===== src/rtl/bus_fabric_if.sv =====
// CPU-side and peripheral-side signal bundle for bus_fabric.
// The fabric uses the slave modport; a CPU/testbench driver uses the master modport.
interface bus_fabric_if #(
  parameter int N_SLAVES = 4,
  parameter int ADDR_W   = 16,
  parameter int DATA_W   = 16
);
  logic                         i_m_req;
  logic                         i_m_we;
  logic [ADDR_W-1:0]            i_m_addr;
  logic [DATA_W-1:0]            i_m_wdata;
  logic                         o_m_ready;
  logic                         o_m_err;
  logic [DATA_W-1:0]            o_m_rdata;
  logic [N_SLAVES-1:0]          o_s_sel;
  logic                         o_s_we;
  logic [ADDR_W-1:0]            o_s_addr;
  logic [DATA_W-1:0]            o_s_wdata;
  logic [N_SLAVES-1:0]          i_s_ready;
  logic [N_SLAVES*DATA_W-1:0]   i_s_rdata;
  logic                         o_err_irq;

  modport slave (
    input  i_m_req, i_m_we, i_m_addr, i_m_wdata, i_s_ready, i_s_rdata,
    output o_m_ready, o_m_err, o_m_rdata, o_s_sel, o_s_we, o_s_addr, o_s_wdata, o_err_irq
  );

  modport master (
    output i_m_req, i_m_we, i_m_addr, i_m_wdata, i_s_ready, i_s_rdata,
    input  o_m_ready, o_m_err, o_m_rdata, o_s_sel, o_s_we, o_s_addr, o_s_wdata, o_err_irq
  );
endinterface


===== src/rtl/bus_fabric.sv =====
// Single-master interconnect: base/mask region decode, wait-state handshake with timeout,
// and sticky fault registers (fault address + flags) exposed at ERR_ADDR/ERR_ADDR+1.
module bus_fabric #(
  parameter int                         N_SLAVES = 4,
  parameter int                         ADDR_W   = 16,
  parameter int                         DATA_W   = 16,
  parameter logic [N_SLAVES*ADDR_W-1:0] SLV_BASE = {16'h0410, 16'h0400, 16'h0000, 16'h0000},
  parameter logic [N_SLAVES*ADDR_W-1:0] SLV_MASK = {16'hFFFF, 16'hFFFE, 16'hFC00, 16'h0000},
  parameter int                         TIMEOUT  = 255,
  parameter logic [ADDR_W-1:0]          ERR_ADDR = 16'h0420
) (
  input logic         i_clk,
  input logic         i_reset_n,
  bus_fabric_if.slave bus
);
  localparam int                CNT_W  = $clog2(TIMEOUT + 1);
  localparam logic [CNT_W-1:0]  TMO    = CNT_W'(TIMEOUT);
  localparam logic [ADDR_W-1:0] ERR_HI = ERR_ADDR + 1'b1;

  typedef enum logic [1:0] {IDLE, ACCESS, RESP} state_t;

  state_t              state_reg;
  logic [CNT_W-1:0]    cnt_reg;
  logic [N_SLAVES-1:0] s_sel_reg;
  logic                s_we_reg;
  logic [ADDR_W-1:0]   s_addr_reg;
  logic [DATA_W-1:0]   s_wdata_reg;
  logic                m_ready_reg;
  logic                m_err_reg;
  logic [DATA_W-1:0]   m_rdata_reg;
  logic                tmo_flag_reg;
  logic                unm_flag_reg;
  logic [ADDR_W-1:0]   fault_addr_reg;
  logic                irq_reg;

  logic [N_SLAVES-1:0] hit;
  logic [N_SLAVES-1:0] sel_dec;
  logic [DATA_W-1:0]   rd_mux;
  logic                ready_sel;
  logic                is_err_reg;
  logic                no_fault;

  // A zero mask disables the region so it can never match.
  generate
    for (genvar gi = 0; gi < N_SLAVES; gi++) begin : g_hit
      assign hit[gi] = (SLV_MASK[gi*ADDR_W +: ADDR_W] != '0) &&
                       ((bus.i_m_addr & SLV_MASK[gi*ADDR_W +: ADDR_W]) == SLV_BASE[gi*ADDR_W +: ADDR_W]);
    end
  endgenerate

  // Descending scan so the lowest-index hit is the one left standing.
  always_comb begin
    sel_dec = '0;
    for (int i = N_SLAVES - 1; i >= 0; i--) begin
      if (hit[i]) begin
        sel_dec    = '0;
        sel_dec[i] = 1'b1;
      end
    end
  end

  always_comb begin
    rd_mux = '0;
    for (int i = 0; i < N_SLAVES; i++) begin
      if (s_sel_reg[i]) rd_mux = bus.i_s_rdata[i*DATA_W +: DATA_W];
    end
  end

  assign ready_sel  = |(bus.i_s_ready & s_sel_reg);
  assign is_err_reg = (bus.i_m_addr == ERR_ADDR) || (bus.i_m_addr == ERR_HI);
  assign no_fault   = !tmo_flag_reg && !unm_flag_reg;

  always_ff @(posedge i_clk or negedge i_reset_n) begin
    if (!i_reset_n) begin
      state_reg      <= IDLE;
      cnt_reg        <= '0;
      s_sel_reg      <= '0;
      s_we_reg       <= 1'b0;
      s_addr_reg     <= '0;
      s_wdata_reg    <= '0;
      m_ready_reg    <= 1'b0;
      m_err_reg      <= 1'b0;
      m_rdata_reg    <= '0;
      tmo_flag_reg   <= 1'b0;
      unm_flag_reg   <= 1'b0;
      fault_addr_reg <= '0;
      irq_reg        <= 1'b0;
    end else begin
      m_ready_reg <= 1'b0;
      irq_reg     <= tmo_flag_reg | unm_flag_reg;
      case (state_reg)
        IDLE: begin
          if (bus.i_m_req) begin
            s_addr_reg  <= bus.i_m_addr;
            s_wdata_reg <= bus.i_m_wdata;
            if (is_err_reg) begin
              state_reg   <= RESP;
              m_ready_reg <= 1'b1;
              m_err_reg   <= 1'b0;
              if (bus.i_m_we) begin
                m_rdata_reg <= '0;
                if (bus.i_m_addr == ERR_HI) begin
                  tmo_flag_reg <= 1'b0;
                  unm_flag_reg <= 1'b0;
                end
              end else if (bus.i_m_addr == ERR_ADDR) begin
                m_rdata_reg <= DATA_W'(fault_addr_reg);
              end else begin
                m_rdata_reg <= DATA_W'({tmo_flag_reg, unm_flag_reg});
              end
            end else if (|sel_dec) begin
              // Write enable only reaches the bus when a slave is actually selected.
              state_reg <= ACCESS;
              s_sel_reg <= sel_dec;
              s_we_reg  <= bus.i_m_we;
              cnt_reg   <= '0;
            end else begin
              state_reg    <= RESP;
              m_ready_reg  <= 1'b1;
              m_err_reg    <= 1'b1;
              m_rdata_reg  <= '1;
              unm_flag_reg <= 1'b1;
              if (no_fault) fault_addr_reg <= bus.i_m_addr;
            end
          end
        end
        ACCESS: begin
          if (ready_sel) begin
            state_reg   <= RESP;
            m_ready_reg <= 1'b1;
            m_err_reg   <= 1'b0;
            m_rdata_reg <= s_we_reg ? '0 : rd_mux;
            s_sel_reg   <= '0;
            s_we_reg    <= 1'b0;
          end else if (cnt_reg == TMO) begin
            state_reg    <= RESP;
            m_ready_reg  <= 1'b1;
            m_err_reg    <= 1'b1;
            m_rdata_reg  <= '1;
            s_sel_reg    <= '0;
            s_we_reg     <= 1'b0;
            tmo_flag_reg <= 1'b1;
            if (no_fault) fault_addr_reg <= s_addr_reg;
          end else begin
            cnt_reg <= cnt_reg + 1'b1;
          end
        end
        RESP: begin
          state_reg <= IDLE;
        end
        default: state_reg <= IDLE;
      endcase
    end
  end

  assign bus.o_m_ready = m_ready_reg;
  assign bus.o_m_err   = m_err_reg;
  assign bus.o_m_rdata = m_rdata_reg;
  assign bus.o_s_sel   = s_sel_reg;
  assign bus.o_s_we    = s_we_reg;
  assign bus.o_s_addr  = s_addr_reg;
  assign bus.o_s_wdata = s_wdata_reg;
  assign bus.o_err_irq = irq_reg;
endmodule


===== src/flat_wrapper.sv =====
// flat-port wrapper written by rule: the top's interface ports become plain ports
module bus_fabric_flat 
#(
  parameter int                         N_SLAVES = 4,
  parameter int                         ADDR_W   = 16,
  parameter int                         DATA_W   = 16,
  parameter logic [N_SLAVES*ADDR_W-1:0] SLV_BASE = {16'h0410, 16'h0400, 16'h0000, 16'h0000},
  parameter logic [N_SLAVES*ADDR_W-1:0] SLV_MASK = {16'hFFFF, 16'hFFFE, 16'hFC00, 16'h0000},
  parameter int                         TIMEOUT  = 255,
  parameter logic [ADDR_W-1:0]          ERR_ADDR = 16'h0420
)
  (i_clk, i_reset_n, bus_i_m_req, bus_i_m_we, bus_i_m_addr, bus_i_m_wdata, bus_i_s_ready, bus_i_s_rdata, bus_o_m_ready, bus_o_m_err, bus_o_m_rdata, bus_o_s_sel, bus_o_s_we, bus_o_s_addr, bus_o_s_wdata, bus_o_err_irq);
  bus_fabric_if #(.N_SLAVES(N_SLAVES), .ADDR_W(ADDR_W), .DATA_W(DATA_W)) bus_i ();
  input logic i_clk;
  input logic i_reset_n;
  input wire logic [$bits(bus_i.i_m_req)-1:0] bus_i_m_req;
  input wire logic [$bits(bus_i.i_m_we)-1:0] bus_i_m_we;
  input wire logic [$bits(bus_i.i_m_addr)-1:0] bus_i_m_addr;
  input wire logic [$bits(bus_i.i_m_wdata)-1:0] bus_i_m_wdata;
  input wire logic [$bits(bus_i.i_s_ready)-1:0] bus_i_s_ready;
  input wire logic [$bits(bus_i.i_s_rdata)-1:0] bus_i_s_rdata;
  output wire logic [$bits(bus_i.o_m_ready)-1:0] bus_o_m_ready;
  output wire logic [$bits(bus_i.o_m_err)-1:0] bus_o_m_err;
  output wire logic [$bits(bus_i.o_m_rdata)-1:0] bus_o_m_rdata;
  output wire logic [$bits(bus_i.o_s_sel)-1:0] bus_o_s_sel;
  output wire logic [$bits(bus_i.o_s_we)-1:0] bus_o_s_we;
  output wire logic [$bits(bus_i.o_s_addr)-1:0] bus_o_s_addr;
  output wire logic [$bits(bus_i.o_s_wdata)-1:0] bus_o_s_wdata;
  output wire logic [$bits(bus_i.o_err_irq)-1:0] bus_o_err_irq;
  assign bus_i.i_m_req = bus_i_m_req;
  assign bus_i.i_m_we = bus_i_m_we;
  assign bus_i.i_m_addr = bus_i_m_addr;
  assign bus_i.i_m_wdata = bus_i_m_wdata;
  assign bus_i.i_s_ready = bus_i_s_ready;
  assign bus_i.i_s_rdata = bus_i_s_rdata;
  assign bus_o_m_ready = bus_i.o_m_ready;
  assign bus_o_m_err = bus_i.o_m_err;
  assign bus_o_m_rdata = bus_i.o_m_rdata;
  assign bus_o_s_sel = bus_i.o_s_sel;
  assign bus_o_s_we = bus_i.o_s_we;
  assign bus_o_s_addr = bus_i.o_s_addr;
  assign bus_o_s_wdata = bus_i.o_s_wdata;
  assign bus_o_err_irq = bus_i.o_err_irq;
  bus_fabric #(.N_SLAVES(N_SLAVES), .ADDR_W(ADDR_W), .DATA_W(DATA_W), .SLV_BASE(SLV_BASE), .SLV_MASK(SLV_MASK), .TIMEOUT(TIMEOUT), .ERR_ADDR(ERR_ADDR)) u_core (.i_clk(i_clk), .i_reset_n(i_reset_n), .bus(bus_i));
endmodule

===== config.mk =====
export PLATFORM = sky130hd
export DESIGN_NAME = bus_fabric_flat
export DESIGN_NICKNAME = d
export VERILOG_FILES = /design/src/rtl/bus_fabric_if.sv /design/src/rtl/bus_fabric.sv /design/src/flat_wrapper.sv
export SDC_FILE = /design/constraint.sdc
export NUM_CORES = 1
export LEC_CHECK = 0
export ABC_AREA = 1
export CELL_PAD_IN_SITES_DETAIL_PLACEMENT = 1
export CELL_PAD_IN_SITES_GLOBAL_PLACEMENT = 1
export CORE_MARGIN = 3
export CORE_UTILIZATION = 32
export CTS_BUF_LIST = sky130_fd_sc_hd__clkbuf_16
export DETAILED_ROUTE_END_ITERATION = 8
export HOLD_SLACK_MARGIN = 0.03
export PLACE_DENSITY_LB_ADDON = 0.1
export SLEW_MARGIN = 20
export SYNTH_ARGS = -nofsm -noshare
export SYNTH_HDL_FRONTEND = slang
export SYNTH_SLANG_ARGS = --single-unit

===== constraint.sdc =====
create_clock -name i_clk -period 2 [get_ports i_clk]
set_input_delay 0.4 -clock i_clk [delete_from_list [all_inputs] [get_ports i_clk]]
set_output_delay 0.4 -clock i_clk [all_outputs]
set_load 0.02 [all_outputs]

=== Word level (Yosys, flattened, before mapping) ===
Cells that the tools add are included.

* ROM bits: 0
* Bits of input ports: 104
* Memories: 0
* Output and inout bits: 56
* Bits in registers: 84
* Word-level logic and storage cells: 123
* RAM bits: 0
* Latch bits: 0

* Divide/modulo/power cells: 0
* Multiplexer cells: 67
* Bitwise gates (word level): 2
* Add/sub/neg operators: 1
* Shift operators: 0
* $lt $le $gt $ge: 0
* Reduce and logical (&&, ||, !) cells: 17
* Equal/unequal tests: 23
* Multipliers: 0

{| class="wikitable"
|+ Operators by type and width
! cell !! count
|-
| 16-bit 2-to-1 mux || 19
|-
| 16-bit case mux with 2 select lines || 2
|-
| 16-bit by 11-bit == test with 1-bit output, second input constant || 3
|-
| 8-bit 2-to-1 mux || 5
|-
| 4-bit 2-to-1 mux || 8
|-
| 1-bit 2-to-1 mux || 21
|-
| 16-bit zero test || 1
|-
| 2-bit != test, second input constant || 8
|-
| 8-bit case mux with 2 select lines || 1
|-
| 15-bit by 10-bit == test with 1-bit output, second input constant || 1
|-
| 2-bit by 1-bit != test with 1-bit output, second input constant || 7
|-
| 2-bit 2-to-1 mux || 5
|-
| 5-bit AND reduction || 2
|-
| 8-bit by 1-bit adder with 8-bit output, second input constant || 1
|-
| 8-bit == test, second input constant || 1
|-
| 1-bit case mux with 2 select lines || 4
|-
| 4-bit case mux with 2 select lines || 1
|-
| 8-bit AND reduction || 1
|-
| 4-bit OR reduction || 2
|-
| 7-bit AND reduction || 1
|-
| 6-bit AND reduction || 1
|-
| 4-bit bitwise AND || 1
|-
| 2-bit case mux with 2 select lines || 1
|-
| 2-bit AND reduction || 2
|-
| other kinds (10) || 11
|}

=== Longest topological paths before layout ===
* Depth in word-level cells: 9
* Gate-level depth with buffers: 11
* Gate-level depth less buffers: 11

=== Least setup slack after synthesis ===
OpenSTA, ideal clock, no wires.

* Kind: reg2reg
* Start: reg u_core.cnt_reg[0]
* End: reg u_core.fault_addr_reg[2]
* Clock period less this slack: 1650 ps
* Stages on the path, launching flop included: 12
* Arrival: 1534 ps
* Buffers on the path: 1
* Slack: 350 ps
* Data required time: 1884 ps
* Library setup time: 116 ps
* Path through: dfrtp_1 ha_1 nand2_1 nor2_2 nand2_1 nand2_1 o211ai_2 nor2_8 nand2_8 buf_12 nand2_2 nand2_1

* Longest elaborated chain between the ends: 3

{| class="wikitable"
|+ Ends and longest elaborated chain
! what !! RTL line !! RTL
|-
| start, declared || bus_fabric.sv:23 || <nowiki>logic [CNT_W-1:0] cnt_reg;</nowiki>
|-
| start signal, assigned || bus_fabric.sv:145 || <nowiki>cnt_reg <= cnt_reg + 1'b1;</nowiki>
|-
| 8-bit == test || bus_fabric.sv:135 || <nowiki>end else if (cnt_reg == TMO) begin</nowiki>
|-
| 2-bit by 1-bit != test with 1-bit output (no line) || -- ||
|-
| 8-bit AND reduction (no line) || -- ||
|-
| end signal, assigned || bus_fabric.sv:123 || <nowiki>if (no_fault) fault_addr_reg <= bus.i_m_addr;</nowiki>
|-
| end signal, assigned || bus_fabric.sv:143 || <nowiki>if (no_fault) fault_addr_reg <= s_addr_reg;</nowiki>
|-
| end, declared || bus_fabric.sv:33 || <nowiki>logic [ADDR_W-1:0] fault_addr_reg;</nowiki>
|}

Every way passes these cells.
A chain may end at the register's enable or synchronous reset.

=== Worst setup path after layout ===
* Start: reg u_core.s_sel_reg[2], in the netlist u_core.bus.o_s_sel[2]
* End: out bus_o_s_sel[2]

{| class="wikitable"
|+ RTL lines
! what !! RTL line !! RTL
|-
| start, declared || bus_fabric.sv:24 || <nowiki>logic [N_SLAVES-1:0] s_sel_reg;</nowiki>
|-
| start signal, assigned || bus_fabric.sv:114 || <nowiki>s_sel_reg <= sel_dec;</nowiki>
|-
| end, declared || flat_wrapper.sv:25 || <nowiki>output wire logic [$bits(bus_i.o_s_sel)-1:0] bus_o_s_sel;</nowiki>
|}

No word-level cell between the ends.

==> metrics.txt <==
Initial Util=32.8%; largest area contributor in the netlist=dfrtp_1; r2r startpoint=u_core.cnt_reg[0]; Worst path slowest cell=clkdlybuf4s50_1; Total Routing Usage GR=18.8%; hold wc startpoint=u_core.fault_addr_reg[11]; synthesis-to-finish area growth=51.2%; Synth top area share=45.5%; final setup vio count=0; Crit path max-delay family=buffers and inverters; Fillers=1660; hold violation total from the final report=0; Syn Area/Cell=7.92 um^2; Worst Path Class, Setup=register to output pin; largest family of logic cells by synthesized area=simple AND/OR/NAND/NOR gates; post-synthesis mux area share=3.95%; clk root buf=clkbuf_16; most numerous cell in the Yosys netlist=nand2_1; first-pass GRT wire length=24400 um; drt drc=0; sequential share of the synthesized area=45.5%; Final #Nets=865; detailed placer's ending HPWL=11300 um; CTS tree=done; Vert. Die Dim=125 um; worst vdd ir=605 uV; run status=finished clean; Power Density=1350 nW/um^2; Place WS=-0.311 ns; Synth Register Bits=83; Routed Antenna Nets=0; Slew Limit Fails=0; initial antenna violation count=0; clock sink count=83; data required time of the worst path=1.60 ns; largest net degree at the start of global routing=50; total of max-cap violations=0; worst path bufs/invs=1; compound-gate portion of the synthesized area=12.6%; final worst slack=0.0637 ns; Static Leak=3.15 nW; Max Used Layer=met4; final core occ=49.5%; final hold slack=0.475 ns; drt via density=4.77; vias in the first global route=4863; initial drt markers=126; drt total wl=15300 um; minimum clock period=1.94 ns; I/O Buffers=141; Worst Path Max Fanout=9; element type at the critical path start=register; hold path cells=2; critical path capture point type=output pin; fraction of registers with async set/reset=100%; Post-synth top cells=nand2_1, dfrtp_1, o21ai_0; Hold Crit Class=register to register; Fin Clk Skew=0.00508 ns; die area=15700 um^2; synth unique cells=39; slowest stage delay, CP=0.67 ns; IO Count=160; Antenna Cells=0; Worst-path clk slew=0.06 ns; clk_lat worst skew=0.34 ns; area occupied by multi-input gates=2320 um^2; simple-gate share of the synthesized area=31.3%; row cnt=43; Die W=125 um; ys flop type=dfrtp_1; Synth Cell Area=4560 um^2; Reg area=2080 um^2; M1 WL=6750 um; maximum clock path buffer count=2; post-route clock period utilization=96.8%; Core Box Area=13900 um^2; Ys Warns=0; Worst Path Arrival=1.54 ns; Overflow after GRT=0; syn nets=681; xor and xnor fraction of the mapped netlist area=0.576%; first drt pass iteration count=4; cts bufs inserted=9; CP cell instances=clkdlybuf4s50_1; FF-to-FF setup slack=0.12 ns; met2 wire length=7200 um; wire length per cell=16.2 um; vias=4506; cells on worst reg2reg path=10; number of synthesized flops with an enable pin=0; worst reg2reg endpoint=u_core.fault_addr_reg[12]; Mapped Cells=576; top cells by area, synth=dfrtp_1, nand2_1, o21ai_0; f_max=516 MHz; GP Congestion=0.826; WL met3=1070 um; fraction of final layout cells sized beyond drive strength 1=17.5%; Hold EP=u_core.fault_addr_reg[11]; area share of fa/ha/maj cells after synthesis=0.274%; CTS H-tree depth=3
[worst max path at each step]
stage	start	end	slack, ns	cells past startpoint
after floorplan	u_core.cnt_reg[0]	u_core.fault_addr_reg[2]	0.35	11
after global placement	bus_i_m_addr[8]	u_core.bus.o_m_rdata[2]	-0.23	9
after detailed placement	bus_i_m_addr[10]	u_core.cnt_reg[2]	-0.31	12
after CTS	u_core.cnt_reg[0]	u_core.bus.o_m_rdata[11]	0.0006	9
after global routing	u_core.cnt_reg[0]	u_core.fault_addr_reg[3]	-0.05	10
final	u_core.bus.o_s_sel[2]	bus_o_s_sel[2]	0.06	1
[cell usage in the layout (no fill, tap or decap), drive strengths merged, types with 2 or more instances in the layout]
cell type,synthesis,final
inv,31,31
nand4,3,3
clkbuf,13,9
mux2,16,16
xor2,3,3
nor2,38,40
nor3b,3,3
nor3,2,2
clkinv,0,5
o21ai,80,80
buf,13,53
nand3b,2,2
or2,3,3
nand3,51,51
dfrtp,83,83
clkdlybuf4s50,0,140
nand2,205,208
a21oi,26,26
[power by group]
| group | leakage, nW | total, mW | switching (mW) | internal (mW) |
|---|---|---|---|---|
| logic | 2.01 | 4.85 | 2.72 | 2.13 |
| clock network | 0.138 | 1.62 | 0.669 | 0.950 |
| registers | 0.998 | 2.86 | 0.450 | 2.41 |
| total | 3.15 | 9.33 | 3.84 | 5.49 |
[per-stage QoR]
step	instance area [um^2]	power [mW]	cells	TNS, ns
finish	6900	9.33	945	0
global route	6900	10.0	945	-0.795
CTS	6700	9.01	930	0
detailed placement	6400	7.33	913	-12.96
global placement	6400	7.16	913	-9.26
floorplan	4560	5.40	576	0
[layout make-up]
class                           count  share of cell area [%]
Clock buffer                        9                    3.26
Clock inverter                      7                   0.852
Inverter                           31                    1.72
Multi-Input combinational cell    441                    33.7
Sequential cell                    83                    30.1
Tap cell                          180                    3.26
Timing Repair Buffer              194                    27.1
[kinds of logic after synthesis]
logic type | Yosys count
buf+inv | 57
other cells | 1
fa+ha+maj | 1
mux | 16
simple gates | 307
compound gates | 108
xor+xnor | 3
flops | 83
[repair_timing]
action                                  CTS  global route
endpoints found under the setup margin    0            46
resized for setup                         0            12
hold buffers                              1             0
setup buffers                             0            10
hold endpoints to repair                 24             0
[per-layer routing]
layer	global-route usage, %	vias up
met5	0	-
met4	4.40	0
met3	6.45	20
met2	31.5	133
met1	23.5	2094
li1	-	2259
(Power assumes the default switching activity.)
